$ cat src/rtl/keypad_if.sv
// keypad_if
// Bundles the keypad-facing signals of the scanner into one connection.
//   sync_col   4  synchronized keypad columns, active-low (0 = key closed)
//   rows       4  keypad row drive, one-hot active-low
//   key_code   4  index of last accepted key = {row_idx, col_idx}
//   key_valid  1  one-clock strobe in the cycle key_code updates
//   key_held   1  high while an accepted key remains pressed
// Modports:
//   master  the scanner side (drives rows and key outputs, reads columns)
//   slave   the keypad/consumer side (drives columns, reads the rest)
interface keypad_if;
  logic [3:0] sync_col;
  logic [3:0] rows;
  logic [3:0] key_code;
  logic       key_valid;
  logic       key_held;

  modport master (
    input  sync_col,
    output rows,
    output key_code,
    output key_valid,
    output key_held
  );

  modport slave (
    output sync_col,
    input  rows,
    input  key_code,
    input  key_valid,
    input  key_held
  );
endinterface

$ cat src/rtl/keypad_scanner.sv
// keypad_scanner
// 4x4 matrix keypad scan and debounce state machine. Drives one row low at a
// time, watches the synchronized active-low columns, debounces both press and
// release, and reports each accepted press as a one-clock key_valid strobe
// carrying the raw {row, col} key index.
// Parameters:
//   SCAN_DIV         clocks each row is driven before advancing (>= 4)
//   DEBOUNCE_CYCLES  consecutive stable clocks needed to accept a press/release
// Ports:
//   clk    in  system clock
//   reset  in  synchronous, active-high reset
//   kp     keypad_if.master: sync_col in; rows, key_code, key_valid, key_held out
module keypad_scanner #(
  parameter int SCAN_DIV        = 1200,
  parameter int DEBOUNCE_CYCLES = 240000
) (
  input  logic       clk,
  input  logic       reset,
  keypad_if.master   kp
);

  localparam int DWELL_W = (SCAN_DIV > 1) ? $clog2(SCAN_DIV) : 1;
  localparam int DEB_W   = $clog2(DEBOUNCE_CYCLES + 1);

  localparam logic [DWELL_W-1:0] DWELL_LAST = DWELL_W'(SCAN_DIV - 1);
  localparam logic [DEB_W-1:0]   DEB_LAST   = DEB_W'(DEBOUNCE_CYCLES - 1);

  typedef enum logic [1:0] {
    SCAN,
    DEBOUNCE,
    HELD,
    RELEASE
  } state_t;

  state_t             state;
  logic [1:0]         row_idx;
  logic [1:0]         col_idx;
  logic [DWELL_W-1:0] dwell;
  logic [DEB_W-1:0]   deb;
  logic [3:0]         rows_q;
  logic [3:0]         key_code_q;
  logic               key_valid_q;
  logic               key_held_q;

  logic [1:0]         next_row;
  logic               watched_col;
  logic [1:0]         lowest_col;

  // Active-low one-hot row pattern for a given row index.
  function automatic logic [3:0] row_drive(input logic [1:0] idx);
    return ~(4'b0001 << idx);
  endfunction

  // The next row to scan wraps naturally from 3 back to 0 in two bits. Only
  // the column that triggered the press is followed once a key is latched,
  // and the lowest-numbered closed column wins when several share a row.
  always_comb begin
    next_row    = row_idx + 2'd1;
    watched_col = kp.sync_col[col_idx];
    lowest_col  = 2'd0;
    if (!kp.sync_col[0])      lowest_col = 2'd0;
    else if (!kp.sync_col[1]) lowest_col = 2'd1;
    else if (!kp.sync_col[2]) lowest_col = 2'd2;
    else                      lowest_col = 2'd3;
  end

  // Single registered state machine. Every transition that leaves or
  // re-enters a state clears the counters, so neither counter ever needs to
  // saturate. The row drive register only moves together with row_idx, which
  // keeps rows frozen on the pressed row through DEBOUNCE/HELD/RELEASE.
  // key_valid defaults low every cycle so it can only ever be a single pulse.
  always_ff @(posedge clk) begin
    if (reset) begin
      state       <= SCAN;
      row_idx     <= 2'd0;
      col_idx     <= 2'd0;
      dwell       <= '0;
      deb         <= '0;
      rows_q      <= 4'b1110;
      key_code_q  <= 4'd0;
      key_valid_q <= 1'b0;
      key_held_q  <= 1'b0;
    end else begin
      key_valid_q <= 1'b0;
      case (state)
        SCAN: begin
          if (dwell == DWELL_LAST) begin
            dwell <= '0;
            deb   <= '0;
            if (kp.sync_col == 4'b1111) begin
              row_idx <= next_row;
              rows_q  <= row_drive(next_row);
            end else begin
              col_idx <= lowest_col;
              state   <= DEBOUNCE;
            end
          end else begin
            dwell <= dwell + 1'b1;
          end
        end

        DEBOUNCE: begin
          if (watched_col) begin
            state   <= SCAN;
            row_idx <= next_row;
            rows_q  <= row_drive(next_row);
            dwell   <= '0;
            deb     <= '0;
          end else if (deb == DEB_LAST) begin
            key_code_q  <= {row_idx, col_idx};
            key_valid_q <= 1'b1;
            key_held_q  <= 1'b1;
            state       <= HELD;
            deb         <= '0;
          end else begin
            deb <= deb + 1'b1;
          end
        end

        HELD: begin
          if (watched_col) begin
            state <= RELEASE;
            deb   <= '0;
          end
        end

        RELEASE: begin
          if (!watched_col) begin
            state <= HELD;
            deb   <= '0;
          end else if (deb == DEB_LAST) begin
            state      <= SCAN;
            key_held_q <= 1'b0;
            row_idx    <= next_row;
            rows_q     <= row_drive(next_row);
            dwell      <= '0;
            deb        <= '0;
          end else begin
            deb <= deb + 1'b1;
          end
        end

        default: begin
          state <= SCAN;
          dwell <= '0;
          deb   <= '0;
        end
      endcase
    end
  end

  // Registered outputs are presented straight onto the interface.
  assign kp.rows      = rows_q;
  assign kp.key_code  = key_code_q;
  assign kp.key_valid = key_valid_q;
  assign kp.key_held  = key_held_q;

endmodule
$ cat src/flat_wrapper.sv
// flat-port wrapper written by rule: the top's interface ports become plain ports
module keypad_scanner_flat 
#(
  parameter int SCAN_DIV        = 1200,
  parameter int DEBOUNCE_CYCLES = 240000
)
  (clk, reset, kp_sync_col, kp_rows, kp_key_code, kp_key_valid, kp_key_held);
  keypad_if kp_i ();
  input  logic clk;
  input  logic reset;
  input wire logic [$bits(kp_i.sync_col)-1:0] kp_sync_col;
  output wire logic [$bits(kp_i.rows)-1:0] kp_rows;
  output wire logic [$bits(kp_i.key_code)-1:0] kp_key_code;
  output wire logic [$bits(kp_i.key_valid)-1:0] kp_key_valid;
  output wire logic [$bits(kp_i.key_held)-1:0] kp_key_held;
  assign kp_i.sync_col = kp_sync_col;
  assign kp_rows = kp_i.rows;
  assign kp_key_code = kp_i.key_code;
  assign kp_key_valid = kp_i.key_valid;
  assign kp_key_held = kp_i.key_held;
  keypad_scanner #(.SCAN_DIV(SCAN_DIV), .DEBOUNCE_CYCLES(DEBOUNCE_CYCLES)) u_core (.clk(clk), .reset(reset), .kp(kp_i));
endmodule
$ cat config.mk
export PLATFORM = sky130hd
export DESIGN_NAME = keypad_scanner_flat
export DESIGN_NICKNAME = d
export VERILOG_FILES = /design/src/rtl/keypad_if.sv /design/src/rtl/keypad_scanner.sv /design/src/flat_wrapper.sv
export SDC_FILE = /design/constraint.sdc
export NUM_CORES = 1
export LEC_CHECK = 0
export ABC_AREA = 0
export BUFFER_PORTS_ARGS = -buffer_cell sky130_fd_sc_hd__buf_2
export CORE_ASPECT_RATIO = 2
export CORE_UTILIZATION = 45
export DETAILED_ROUTE_END_ITERATION = 12
export PLACE_DENSITY_LB_ADDON = 0.25
export SLEW_MARGIN = 5
export SYNTH_ARGS = -nofsm -noshare
export SYNTH_HDL_FRONTEND = slang
export SYNTH_SLANG_ARGS = --single-unit
$ cat constraint.sdc
create_clock -name clk -period 6.1 [get_ports clk]
set_input_delay 0.305 -clock clk [delete_from_list [all_inputs] [get_ports clk]]
set_output_delay 0.305 -clock clk [all_outputs]
set_load 0.005 [all_outputs]
==> run metrics <==
outcome=finished, final reports clean; Hold WC Path Type=primary input to register; cells resized by post-CTS repair=0; fin area=2620 um^2; Antenna Cells=0; Post-synth ARST share=0%; FF-to-FF path depth=6; Slew headroom=31.1%; CP Class=register to register; CTS Sinks=45; #FFs+latches synth=45; setup ws final=3.22 ns; fin crit share=between 40% and 50%; post-route setup TNS=0 ns; YS warnings=0; initial core utilization=a little under half; post-synthesis cell count=about 290; Final setup viols=0; total CTS buffers=5; first-pass GRT wire length=roughly 9.8 mm; initial antenna violation count=0; P per Cell Area=roughly 190 nW/um^2; nets@finish=around 310; CTS root buf=clkbuf_8; Final ANT Viol Nets=0; sequential area share after synthesis=37.0%; Vias=2201; pre-CTS setup slack=3.26 ns; DR pass1 iterations=4; Die H=around 110 um; Syn Std Cell Area=2440 um^2; synth unique cells=49; skew final=0.0132 ns; CP required=6.27 ns; synthesis-to-layout area growth=7.50%; clock buffer depth=2; IO Count=16; Worst Path Arrival=just over 3 ns; R2R Setup Slk=between 3 and 4 ns; CP endpoint kind=register; Max Cap Violations=0; crit-path max FO=21; clock slew at reported path FFs=0.09 ns; GRT Util Overall=22.9%; Iter 0 DRT Violations=64; Hold Vio Cnt, Final=0; worst-margin pin slew=1.03 ns; Die Wd=about 54 um; I/O Buffers=15; Post-synth EDFFs=0; Avg Cell Area, Syn=8.52 um^2; Slew Limit Fails=0; worst hold path depth=4; Via density=6.25; largest net degree at the start of global routing=43; # rows=37; Post-CTS Setup Inserts=0; P_leak=~0.88 nW; CTS tree=built; total grt overflow=0; Hold Buf Count CTS=0; DRT Wirelength=5.79 mm; share of layout cells above drive strength 1=10.9%; Clock Latency Late Sink=0.30 ns; Final GP Congestion=0.862; full die area=about 5700 um^2; FMAX=347 MHz; dominant synthesized flop cell=dfxtp_1; number of global-route vias before repair=2095; Mapped Nets=298; core footprint=5180 um^2; hpwl dp=a little over 4 mm; dpl cell area=2520 um^2; Wirelength per Cell=16.5 um; VDD IR max=144 uV; RSZ-0062 raised after global routing=no; crit path launch type=register; DRC Markers=0; min Tclk post-route=roughly 2.9 ns; CTS H-tree depth=2
where the power goes:
| group | switching [W] | total [W] | internal [W] |
|---|---|---|---|
| combinational | 0.00000968 | 0.0000146 | 0.00000492 |
| clock | 0.000103 | 0.000195 | 0.0000919 |
| sequential | 0.00000221 | 0.000297 | 0.000295 |
critical path, cell delays in order (launching register included):
cell	delay, ns
dfxtp_1	0.39
ha_1	0.25
nand3_1	0.16
nor3_2	0.53
nand3_1	0.72
a21oi_2	0.57
o41ai_1	0.12
per-stage QoR:
stage | hold WS (ns) | util (%) | total power (W) | instances
floorplan | 0.443 | - | 0.000314 | 286
global placement | 0.457 | 48.6 | 0.000318 | 344
detailed placement | 0.461 | 48.6 | 0.000319 | 344
CTS | 0.406 | 50.5 | 0.000512 | 352
global route | 0.451 | 50.5 | 0.000525 | 352
finish | 0.402 | 50.5 | 0.000507 | 352
synth_stat cells (3+ instances only):
cell / instances / area, um^2
a21boi_0: 4 / 30.0
xnor2_1: 7 / 61.3
nand3_1: 24 / 120
inv_1: 10 / 37.5
nand3b_1: 4 / 30.0
nor2_1: 17 / 63.8
nand2_1: 21 / 78.8
a21oi_1: 13 / 65.1
nor4_1: 3 / 18.8
buf_2: 4 / 20.0
o21ai_0: 7 / 35.0
mux2i_1: 11 / 110
and4_1: 3 / 26.3
ha_1: 6 / 75.1
and3_1: 6 / 37.5
nor4b_1: 3 / 26.3
a211oi_1: 5 / 37.5
clkbuf_1: 11 / 41.3
a41oi_1: 4 / 35.0
dfxtp_1: 45 / 901
nor3b_1: 3 / 22.5
a311oi_1: 14 / 123
a31oi_1: 7 / 43.8
nor3_1: 17 / 85.1
nand4_1: 5 / 31.3
and2_1: 5 / 31.3
state kept, by name, summed over array words and instances (netlist names), named ones only:
| signal | cells |
|---|---|
| u_core.kp.key_held | 1 |
| u_core.kp.key_code | 4 |
| u_core.kp.key_valid | 1 |
| u_core.state | 1 |
| u_core.kp.rows | 4 |
| u_core.dwell | 11 |
| u_core.deb | 18 |
| u_core.col_idx | 2 |
| u_core.row_idx | 2 |
final cells by class:
cell class                      instances  area, um^2
Clock buffer                            6        82.6
Tap cell                               58        72.6
Timing Repair Buffer                   15        75.1
Sequential cell                        45         901
Fill cell                             537        2570
Inverter                               10        37.5
Clock inverter                          2        13.8
Multi-Input combinational cell        216        1440
worst paths after layout:
kind,to,start
min,u_core.col_idx[1],kp_sync_col[0]
max reg2reg,u_core.deb[10],u_core.deb[0]
min reg2reg,u_core.kp.rows[0],u_core.kp.rows[0]
max,u_core.deb[10],u_core.deb[0]
logic make-up (layout without fill, tap and decap cells):
family,count (synthesis),after routing,synth area share [%]
XOR/XNOR,7,7,2.52
multiplexers,13,13,5.91
flip-flops,45,45,37.0
AND/OR/NAND/NOR,122,122,27.5
adder cells (fa/ha/maj),6,6,3.08
AO/OA/AOI/OAI,68,68,20.0
buffers and inverters,25,33,4.06
layout by cell type (no fill, tap or decap), types with 10 or more instances in the layout:
cell | netlist | routed
inv_1 | 10 | 10
a311oi_1 | 14 | 14
nor2_1 | 17 | 17
mux2i_1 | 11 | 11
nand2_1 | 21 | 21
buf_2 | 4 | 15
dfxtp_1 | 45 | 45
nor3_1 | 17 | 17
nand3_1 | 24 | 24
a21oi_1 | 13 | 13
routing by layer:
metal	vias up	track usage [%]	share of wire (%)	wire length (um)
met3	11	3.15	1.9	111
met4	0	11.2	2.2	128
li1	1094	-	-	-
met5	-	0	0	0
met2	35	38.3	54	3110
met1	1061	27.3	42	2440
Power figures use the tool's default switching activity.
